$ cat src/rtl/status_sequencer_pkg.sv
// Shared encodings for the status-register sequencer: condition codes,
// FSM states and write-source select.
package status_sequencer_pkg;

  localparam logic [2:0] COND_ALWAYS = 3'd0;
  localparam logic [2:0] COND_C      = 3'd1;
  localparam logic [2:0] COND_NC     = 3'd2;
  localparam logic [2:0] COND_Z      = 3'd3;
  localparam logic [2:0] COND_NZ     = 3'd4;
  localparam logic [2:0] COND_C_NZ   = 3'd5;
  localparam logic [2:0] COND_NC_Z   = 3'd6;
  localparam logic [2:0] COND_NEVER  = 3'd7;

  typedef enum logic [1:0] {
    IDLE  = 2'd0,
    WRITE = 2'd1,
    ACK   = 2'd2
  } state_t;

  typedef enum logic [1:0] {
    SRC_ALU     = 2'd0,
    SRC_SW      = 2'd1,
    SRC_RESTORE = 2'd2
  } src_t;

endpackage

$ cat src/rtl/status_sequencer_if.sv
// Request/ack, condition and status-register signals of the sequencer.
// slave = sequencer side, master = requesters plus the status register.
interface status_sequencer_if;
  logic       aluReq, aluC, aluZ, aluAck;
  logic       swReq, swC, swZ, swAck;
  logic       saveReq, restoreReq, restoreAck;
  logic       condReq;
  logic [2:0] condCode;
  logic       condValid, condTaken;
  logic       statusC, statusZ;
  logic       notLoad, cOut, zOut;
  logic       shadowValid, busy;

  modport slave (
    input  aluReq, aluC, aluZ, swReq, swC, swZ, saveReq, restoreReq,
           condReq, condCode, statusC, statusZ,
    output aluAck, swAck, restoreAck, condValid, condTaken,
           notLoad, cOut, zOut, shadowValid, busy
  );

  modport master (
    output aluReq, aluC, aluZ, swReq, swC, swZ, saveReq, restoreReq,
           condReq, condCode, statusC, statusZ,
    input  aluAck, swAck, restoreAck, condValid, condTaken,
           notLoad, cOut, zOut, shadowValid, busy
  );
endinterface

$ cat src/rtl/status_sequencer_cond_eval.sv
// Combinational branch-condition evaluator over the carry/zero flags.
// Zero latency; no handshake.
module status_cond_eval
  import status_sequencer_pkg::*;
(
  input  logic [2:0] code,
  input  logic       c,
  input  logic       z,
  output logic       taken
);

  always_comb begin
    taken = 1'b0;
    case (code)
      COND_ALWAYS: taken = 1'b1;
      COND_C:      taken = c;
      COND_NC:     taken = ~c;
      COND_Z:      taken = z;
      COND_NZ:     taken = ~z;
      COND_C_NZ:   taken = c & ~z;
      COND_NC_Z:   taken = ~c | z;
      COND_NEVER:  taken = 1'b0;
      default:     taken = 1'b0;
    endcase
  end

endmodule

$ cat src/rtl/status_sequencer.sv
// Arbitrates flag writes (restore > sw > alu), strobes notLoad for HOLD_CYCLES,
// keeps a one-deep shadow and evaluates conditions; losers and conditions wait.
module status_sequencer
  import status_sequencer_pkg::*;
#(
  parameter int unsigned HOLD_CYCLES = 1
) (
  input logic               clock,
  input logic               notReset,
  status_sequencer_if.slave bus
);

  localparam logic [3:0] HOLD_LAST = 4'(HOLD_CYCLES - 1);

  state_t     state, state_nxt;
  src_t       src, grant_src;
  logic [3:0] hold_cnt;
  logic       c_q, z_q;
  logic       shadow_c, shadow_z, shadow_vld, sv_clear;
  logic       cond_pend, cond_accept, cond_taken_nxt;
  logic       cond_vld_q, cond_taken_q;
  logic [2:0] cond_code_q, cond_code_eff;
  logic       any_req, grant, write_done;

  assign any_req    = bus.aluReq | bus.swReq | bus.restoreReq;
  assign grant      = (state == IDLE) && any_req;
  assign write_done = (state == WRITE) && (hold_cnt == HOLD_LAST);

  always_ff @(posedge clock or negedge notReset) begin
    if (!notReset) state <= IDLE;
    else           state <= state_nxt;
  end

  always_comb begin
    state_nxt = state;
    grant_src = SRC_ALU;
    if (bus.restoreReq)  grant_src = SRC_RESTORE;
    else if (bus.swReq)  grant_src = SRC_SW;
    case (state)
      IDLE:    if (any_req) state_nxt = WRITE;
      WRITE:   if (hold_cnt == HOLD_LAST) state_nxt = ACK;
      ACK:     state_nxt = IDLE;
      default: state_nxt = IDLE;
    endcase
  end

  // sv_clear: a restore only invalidates the shadow if no save landed during it
  always_ff @(posedge clock or negedge notReset) begin
    if (!notReset) begin
      src      <= SRC_ALU;
      hold_cnt <= 4'd0;
      c_q      <= 1'b0;
      z_q      <= 1'b0;
      sv_clear <= 1'b0;
    end else begin
      hold_cnt <= (state == WRITE) ? hold_cnt + 4'd1 : 4'd0;
      if (grant) begin
        src      <= grant_src;
        sv_clear <= (grant_src == SRC_RESTORE) && !bus.saveReq;
        case (grant_src)
          SRC_RESTORE: {c_q, z_q} <= {shadow_c, shadow_z};
          SRC_SW:      {c_q, z_q} <= {bus.swC, bus.swZ};
          default:     {c_q, z_q} <= {bus.aluC, bus.aluZ};
        endcase
      end else if (bus.saveReq) begin
        sv_clear <= 1'b0;
      end
    end
  end

  always_ff @(posedge clock or negedge notReset) begin
    if (!notReset) begin
      shadow_c   <= 1'b0;
      shadow_z   <= 1'b0;
      shadow_vld <= 1'b0;
    end else if (bus.saveReq) begin
      {shadow_c, shadow_z} <= (state == WRITE) ? {c_q, z_q} : {bus.statusC, bus.statusZ};
      shadow_vld           <= 1'b1;
    end else if (write_done && sv_clear) begin
      shadow_vld <= 1'b0;
    end
  end

  assign cond_code_eff = bus.condReq ? bus.condCode : cond_code_q;
  assign cond_accept   = (bus.condReq | cond_pend) && (state == IDLE) && !any_req;

  status_cond_eval u_cond_eval (
    .code  (cond_code_eff),
    .c     (bus.statusC),
    .z     (bus.statusZ),
    .taken (cond_taken_nxt)
  );

  always_ff @(posedge clock or negedge notReset) begin
    if (!notReset) begin
      cond_pend    <= 1'b0;
      cond_code_q  <= COND_ALWAYS;
      cond_vld_q   <= 1'b0;
      cond_taken_q <= 1'b0;
    end else if (cond_accept) begin
      cond_pend    <= 1'b0;
      cond_vld_q   <= 1'b1;
      cond_taken_q <= cond_taken_nxt;
    end else begin
      cond_vld_q <= 1'b0;
      if (bus.condReq) begin
        cond_pend   <= 1'b1;
        cond_code_q <= bus.condCode;
      end
    end
  end

  assign bus.notLoad     = (state != WRITE);
  assign bus.cOut        = c_q;
  assign bus.zOut        = z_q;
  assign bus.aluAck      = (state == ACK) && (src == SRC_ALU);
  assign bus.swAck       = (state == ACK) && (src == SRC_SW);
  assign bus.restoreAck  = (state == ACK) && (src == SRC_RESTORE);
  assign bus.condValid   = cond_vld_q;
  assign bus.condTaken   = cond_taken_q;
  assign bus.shadowValid = shadow_vld;
  assign bus.busy        = (state != IDLE);

endmodule
$ cat src/flat_wrapper.sv
// flat-port wrapper written by rule: the top's interface ports become plain ports
module status_sequencer_flat import status_sequencer_pkg::*;
#(
  parameter int unsigned HOLD_CYCLES = 1
)
  (clock, notReset, bus_aluReq, bus_aluC, bus_aluZ, bus_swReq, bus_swC, bus_swZ, bus_saveReq, bus_restoreReq, bus_condReq, bus_condCode, bus_statusC, bus_statusZ, bus_aluAck, bus_swAck, bus_restoreAck, bus_condValid, bus_condTaken, bus_notLoad, bus_cOut, bus_zOut, bus_shadowValid, bus_busy);
  status_sequencer_if bus_i ();
  input logic clock;
  input logic notReset;
  input wire logic [$bits(bus_i.aluReq)-1:0] bus_aluReq;
  input wire logic [$bits(bus_i.aluC)-1:0] bus_aluC;
  input wire logic [$bits(bus_i.aluZ)-1:0] bus_aluZ;
  input wire logic [$bits(bus_i.swReq)-1:0] bus_swReq;
  input wire logic [$bits(bus_i.swC)-1:0] bus_swC;
  input wire logic [$bits(bus_i.swZ)-1:0] bus_swZ;
  input wire logic [$bits(bus_i.saveReq)-1:0] bus_saveReq;
  input wire logic [$bits(bus_i.restoreReq)-1:0] bus_restoreReq;
  input wire logic [$bits(bus_i.condReq)-1:0] bus_condReq;
  input wire logic [$bits(bus_i.condCode)-1:0] bus_condCode;
  input wire logic [$bits(bus_i.statusC)-1:0] bus_statusC;
  input wire logic [$bits(bus_i.statusZ)-1:0] bus_statusZ;
  output wire logic [$bits(bus_i.aluAck)-1:0] bus_aluAck;
  output wire logic [$bits(bus_i.swAck)-1:0] bus_swAck;
  output wire logic [$bits(bus_i.restoreAck)-1:0] bus_restoreAck;
  output wire logic [$bits(bus_i.condValid)-1:0] bus_condValid;
  output wire logic [$bits(bus_i.condTaken)-1:0] bus_condTaken;
  output wire logic [$bits(bus_i.notLoad)-1:0] bus_notLoad;
  output wire logic [$bits(bus_i.cOut)-1:0] bus_cOut;
  output wire logic [$bits(bus_i.zOut)-1:0] bus_zOut;
  output wire logic [$bits(bus_i.shadowValid)-1:0] bus_shadowValid;
  output wire logic [$bits(bus_i.busy)-1:0] bus_busy;
  assign bus_i.aluReq = bus_aluReq;
  assign bus_i.aluC = bus_aluC;
  assign bus_i.aluZ = bus_aluZ;
  assign bus_i.swReq = bus_swReq;
  assign bus_i.swC = bus_swC;
  assign bus_i.swZ = bus_swZ;
  assign bus_i.saveReq = bus_saveReq;
  assign bus_i.restoreReq = bus_restoreReq;
  assign bus_i.condReq = bus_condReq;
  assign bus_i.condCode = bus_condCode;
  assign bus_i.statusC = bus_statusC;
  assign bus_i.statusZ = bus_statusZ;
  assign bus_aluAck = bus_i.aluAck;
  assign bus_swAck = bus_i.swAck;
  assign bus_restoreAck = bus_i.restoreAck;
  assign bus_condValid = bus_i.condValid;
  assign bus_condTaken = bus_i.condTaken;
  assign bus_notLoad = bus_i.notLoad;
  assign bus_cOut = bus_i.cOut;
  assign bus_zOut = bus_i.zOut;
  assign bus_shadowValid = bus_i.shadowValid;
  assign bus_busy = bus_i.busy;
  status_sequencer #(.HOLD_CYCLES(HOLD_CYCLES)) u_core (.clock(clock), .notReset(notReset), .bus(bus_i));
endmodule
$ cat config.mk
export PLATFORM = sky130hd
export DESIGN_NAME = status_sequencer_flat
export DESIGN_NICKNAME = d
export VERILOG_FILES = /design/src/rtl/status_sequencer_pkg.sv /design/src/rtl/status_sequencer_if.sv /design/src/rtl/status_sequencer_cond_eval.sv /design/src/rtl/status_sequencer.sv /design/src/flat_wrapper.sv
export SDC_FILE = /design/constraint.sdc
export NUM_CORES = 1
export LEC_CHECK = 0
export ABC_AREA = 1
export CAP_MARGIN = 5
export CORE_UTILIZATION = 47
export CTS_BUF_LIST = sky130_fd_sc_hd__clkbuf_16
export DETAILED_ROUTE_END_ITERATION = 10
export GPL_ROUTABILITY_DRIVEN = 0
export PLACE_DENSITY = 0.82
export SETUP_SLACK_MARGIN = 0.2
export SLEW_MARGIN = 10
export SYNTH_ARGS = -nofsm -noshare
export SYNTH_HDL_FRONTEND = slang
export SYNTH_HIERARCHICAL = 1
export SYNTH_SLANG_ARGS = --single-unit
$ cat constraint.sdc
create_clock -name clock -period 1.3 [get_ports clock]
set_input_delay 0.26 -clock clock [delete_from_list [all_inputs] [get_ports clock]]
set_output_delay 0.26 -clock clock [all_outputs]
set_load 0.05 [all_outputs]
**Yosys cells after proc, flatten, opt, wreduce, memory -nomap -nowiden**

Index checks and enable logic that the tools add are counted.
Widths: inputs -> output; s select.

- Add/sub/neg operators: 1
- $mul: 0
- Div/mod/pow operators: 0
- $lt $le $gt $ge: 0
- Equal/unequal tests: 16
- Shift-type cells: 0
- Multiplexer cells: 18
- Bitwise operators: 7
- Reduce and logical (&&, ||, !) cells: 20

Operators by type and width:

| cell | count |
|---|---|
| $eq 3x3->1 const B | 4 |
| $logic_and 1x1->1 | 9 |
| $mux 1 | 8 |
| $mux 2 | 4 |
| $pmux 1 s8 | 1 |
| $reduce_bool 2->1 | 4 |
| $eq 2x1->1 const B | 3 |
| $eq 2x2->1 const B | 3 |
| $eq 3x2->1 const B | 2 |
| $ne 2x1->1 const B | 3 |
| $add 4x1->4 const B | 1 |
| $logic_not 2->1 | 2 |
| $logic_not 4->1 | 1 |
| $mux 4 | 1 |
| $or 1x1->1 | 4 |
| $pmux 1 s2 | 2 |
| $pmux 2 s2 | 1 |
| $eq 3x1->1 const B | 1 |
| $logic_not 3->1 | 1 |
| $mux 3 | 1 |
| $logic_not 1->1 | 2 |
| $not 1->1 | 2 |
| $reduce_and 2->1 | 1 |
| $and 1x1->1 | 1 |

- Register bits after elaboration: 20
- Latch bits: 0
- RAM bits: 0
- Bits in read-only memories: 0
- Logic and storage cells: 75
- Memories: 0

**Depth between registers and ports, before layout**

- Depth in word-level cells: 5
- Gate-level depth with buffers: 10
- Gate-level depth less buffers: 10

**Modules after synthesis**

The synthesis kept the hierarchy.

Modules (own cells, without submodules):

| module | instances | cells each | area each (sq um) |
|---|---|---|---|
| status_sequencer | 1 | 122 | 965.9 |
| status_cond_eval | 1 | 14 | 53.8 |

**Worst setup path before layout**

No wires, ideal clock.

- Path kind: reg-to-output
- Start: register u_core.state[0]
- End: output port bus_aluAck
- Arrival time: 1.589 ns
- Path slack: -0.549 ns
- Stages on the path, launching flop included: 4
- Cell sequence: dfrtp_1 inv_1 nand2_1 nor3_1

- Word-level cells in the longest chain between the ends: 2

RTL lines:

| item | line | RTL |
|---|---|---|
| start: declaration | status_sequencer.sv:15 | `state_t state, state_nxt;` |
| start signal: assignment | status_sequencer.sv:31 | `else state <= state_nxt;` |
| $eq 2x2->1 | status_sequencer.sv:116 | `assign bus.aluAck = (state == ACK) && (src == SRC_ALU);` |
| $logic_and 1x1->1 | status_sequencer.sv:116 |  |
| end: declaration | flat_wrapper.sv:22 | `output wire logic [$bits(bus_i.aluAck)-1:0] bus_aluAck;` |

No other way between the ends.

**Final worst setup path**

- Start: register u_core.state[0]
- End: output port bus_restoreAck

- Word-level cells in the longest chain between the ends: 2

RTL lines:

| item | line | RTL |
|---|---|---|
| $eq 2x2->1 | status_sequencer.sv:118 | `assign bus.restoreAck = (state == ACK) && (src == SRC_RESTORE);` |
| $logic_and 1x1->1 | status_sequencer.sv:118 |  |
| end: declaration | flat_wrapper.sv:24 | `output wire logic [$bits(bus_i.restoreAck)-1:0] bus_restoreAck;` |

No other way between the ends.

==> results.sh <==
export IMPL_status="complete, but fails checks"
export IMPL_violations="setup timing"
export IMPL_worstMarginPinSlew_ps=398
export IMPL_first_iter_violations=63
export IMPL_grt_pass1_vias=1053
export IMPL_clk_insertion_delay_late_ps=250
export IMPL_globalRouteOverflowTotal=0
export IMPL_ys_seq_area_frac=0.491
export IMPL_min_period_ps=1430
export IMPL_timing_slew_headroom=0.733
export IMPL_grt_setup_unrepaired="yes"
export IMPL_synth_cell_types=18
export IMPL_dp_hpwl_um=1860
export IMPL_wl_met3_um=180
export IMPL_dieArea_um2=2360
export IMPL_critPathKind="reg2out"
export IMPL_syn_area_per_cell_um2=7.50
export IMPL_critPathArrivalTime_ps=1170
export IMPL_cts_tree="yes"
export IMPL_cts_root_buffer="clkbuf_16"
export IMPL_max_freq_mhz=700
export IMPL_path_delay_family="flip-flops"
export IMPL_drc_errors=0
export IMPL_synth_area_um2=1020
export IMPL_cts_made_buffers=3
export IMPL_place_area_um2=1490
export IMPL_reg2reg_slack_ps=-80
export IMPL_max_vdd_ir_drop_mv=1.59
export IMPL_antenna_found_initial=0
export IMPL_stdcell_count=209
export IMPL_fp_coreArea_um2=2000
export IMPL_finClkSkew_ps=1.11
export IMPL_fin_crit_sh=1.10
export IMPL_area_growth_pct=68.5
export IMPL_cts_sinks=20
export IMPL_placedCellCount=194
export IMPL_dr_wl_met2_um=1960
export IMPL_die_x_um=48.6
export IMPL_drive_gt1_frac=0.330
export IMPL_final_common_cell="nand2_1"
export IMPL_drv_cap=0
export IMPL_power_density_nw_per_um2=2220
export IMPL_yosys_register_bits=20
export IMPL_ios=26
export IMPL_cp_start_kind="flop"
export IMPL_start_util=0.509
export IMPL_hold_class="in2async"
export IMPL_met1_length_um=1120
export IMPL_cp_slowest_cell="dfrtp_1"
export IMPL_finalInstanceArea_um2=1720
export IMPL_leakagePower_nw=0.884
export IMPL_syn_inst=136
export IMPL_grt_usage=0.269
export IMPL_htreeDepth=1
export IMPL_final_cell_mix="44 x nand2_1, 18 x dfrtp_1, 14 x clkdlybuf4s50_1, 14 x inv_1, 14 x buf_4"
export IMPL_clk_pin_slew_ps=50
export IMPL_final_max_slew_viol_count=0
export IMPL_finalHoldViolCount=0
export IMPL_wirelength_um=3320
export IMPL_ant_nets=0
export IMPL_chipHeight_um=48.6
export IMPL_vias_per_cell=5.33
export IMPL_cp_max_fo=3
export IMPL_vias=1113
export IMPL_end_kind="output pin"
export IMPL_grt_pass1_wl_um=4800
export IMPL_path_cells="inv_2, nand2_4, nor3_4, buf_12"
export IMPL_cp_slowest_stage_delay_ps=390
export IMPL_drt_first_pass_iters=4
export IMPL_top_layer_used="met4"
export IMPL_num_rows=16
export IMPL_grt_max_degree=21
export IMPL_worst_path_buf_inv=2
export IMPL_finalSetupViolations=10
export IMPL_fin_ws_ps=-129
export IMPL_max_clock_path_buffers=2
export IMPL_crit_required_ps=1040
export IMPL_antenna_cells=0
export IMPL_port_buffers=25
export IMPL_synth_warnings=6
export IMPL_synthesis_nets=154
export IMPL_drt_wirelength_per_cell_um=15.9
export IMPL_nets=201
[routing by layer]
layer	GRT usage	vias up
met5	0	-
met2	0.519	59
met4	0.0784	0
met1	0.298	532
li1	-	512
met3	0.0503	10
[cell families after synthesis]
| kind of cell | count (synthesis) | synth area share |
|---|---|---|
| fa+ha+maj | 2 | 0.0245 |
| xor+xnor | 1 | 0.00859 |
| compound gates | 6 | 0.0331 |
| buf+inv | 20 | 0.0736 |
| simple gates | 87 | 0.369 |
| flops | 20 | 0.491 |
[registers in the layout (all words and copies together), names as in the netlist]
name,cells
u_core/shadow_z,1
u_core/bus.condTaken,1
u_core/bus.condValid,1
u_core/shadow_c,1
u_core/cond_pend,1
u_core/bus.cOut,1
u_core/hold_cnt,4
u_core/bus.shadowValid,1
u_core/cond_code_q,3
u_core/bus.zOut,1
u_core/state,2
u_core/src,2
u_core/sv_clear,1
[cells in the mapped netlist (all sizes together)]
master,number,share of area
nand4,2,0.012
nand2,58,0.23
a21oi,1,0.0049
xor2,1,0.0086
dfrtp,20,0.49
nand3,12,0.059
o21ai,5,0.028
nor2,13,0.060
nor3,2,0.0098
inv,20,0.074
ha,2,0.025
[where the power goes]
group / switching (mW) / total [mW] / internal [mW]
logic: 1.17 / 2.13 / 0.963
clock network: 0.218 / 0.628 / 0.409
registers: 0.223 / 1.05 / 0.827
[path summary, 6_finish.rpt]
kind,depth (start not counted),to,start
setup / recovery,4,bus_restoreAck,u_core/state[0]
min in group clock,2,u_core/shadow_c,u_core/shadow_c
max in group asynchronous,2,u_core/src[0],notReset
hold reg to reg,2,u_core/shadow_c,u_core/shadow_c
setup reg to reg,6,u_core/bus.cOut,u_core/state[0]
hold / removal,2,u_core/hold_cnt[3],notReset
[stage by stage]
| stage | util | hold slack (ps) | total power [mW] | TNS (ps) | worst slack (ps) |
|---|---|---|---|---|---|
| final | 0.858 | 359 | 3.81 | -647 | -129 |
| after global routing | 0.858 | 387 | 3.97 | -1310 | -190 |
| after CTS | 0.820 | 361 | 3.55 | -355 | -115 |
| after detailed placement | 0.745 | 484 | 2.67 | -1420 | -306 |
| after global placement | 0.745 | 472 | 2.61 | -948 | -202 |
| after floorplan | - | -35.6 | 1.95 | -0.418 | -0.418 |
[cell type report]
cell class                 count  area, µm²
multi-input combinational     96        531
clock inverter                 1       3.75
tap                           27       33.8
timing repair buffer          42        492
inverter                      20       80.1
fill                         112        284
clock buffer                   3       75.1
sequential                    20        503
[what timing repair did]
item / 4_1_cts / 5_1_grt
endpoints found under the setup margin: 19 / 20
resized for setup: 10 / 14
hold buffers: 0 / 0
pin swaps: 2 / 5
buffers inserted: 6 / 5
Power figures use the tool's default switching activity.
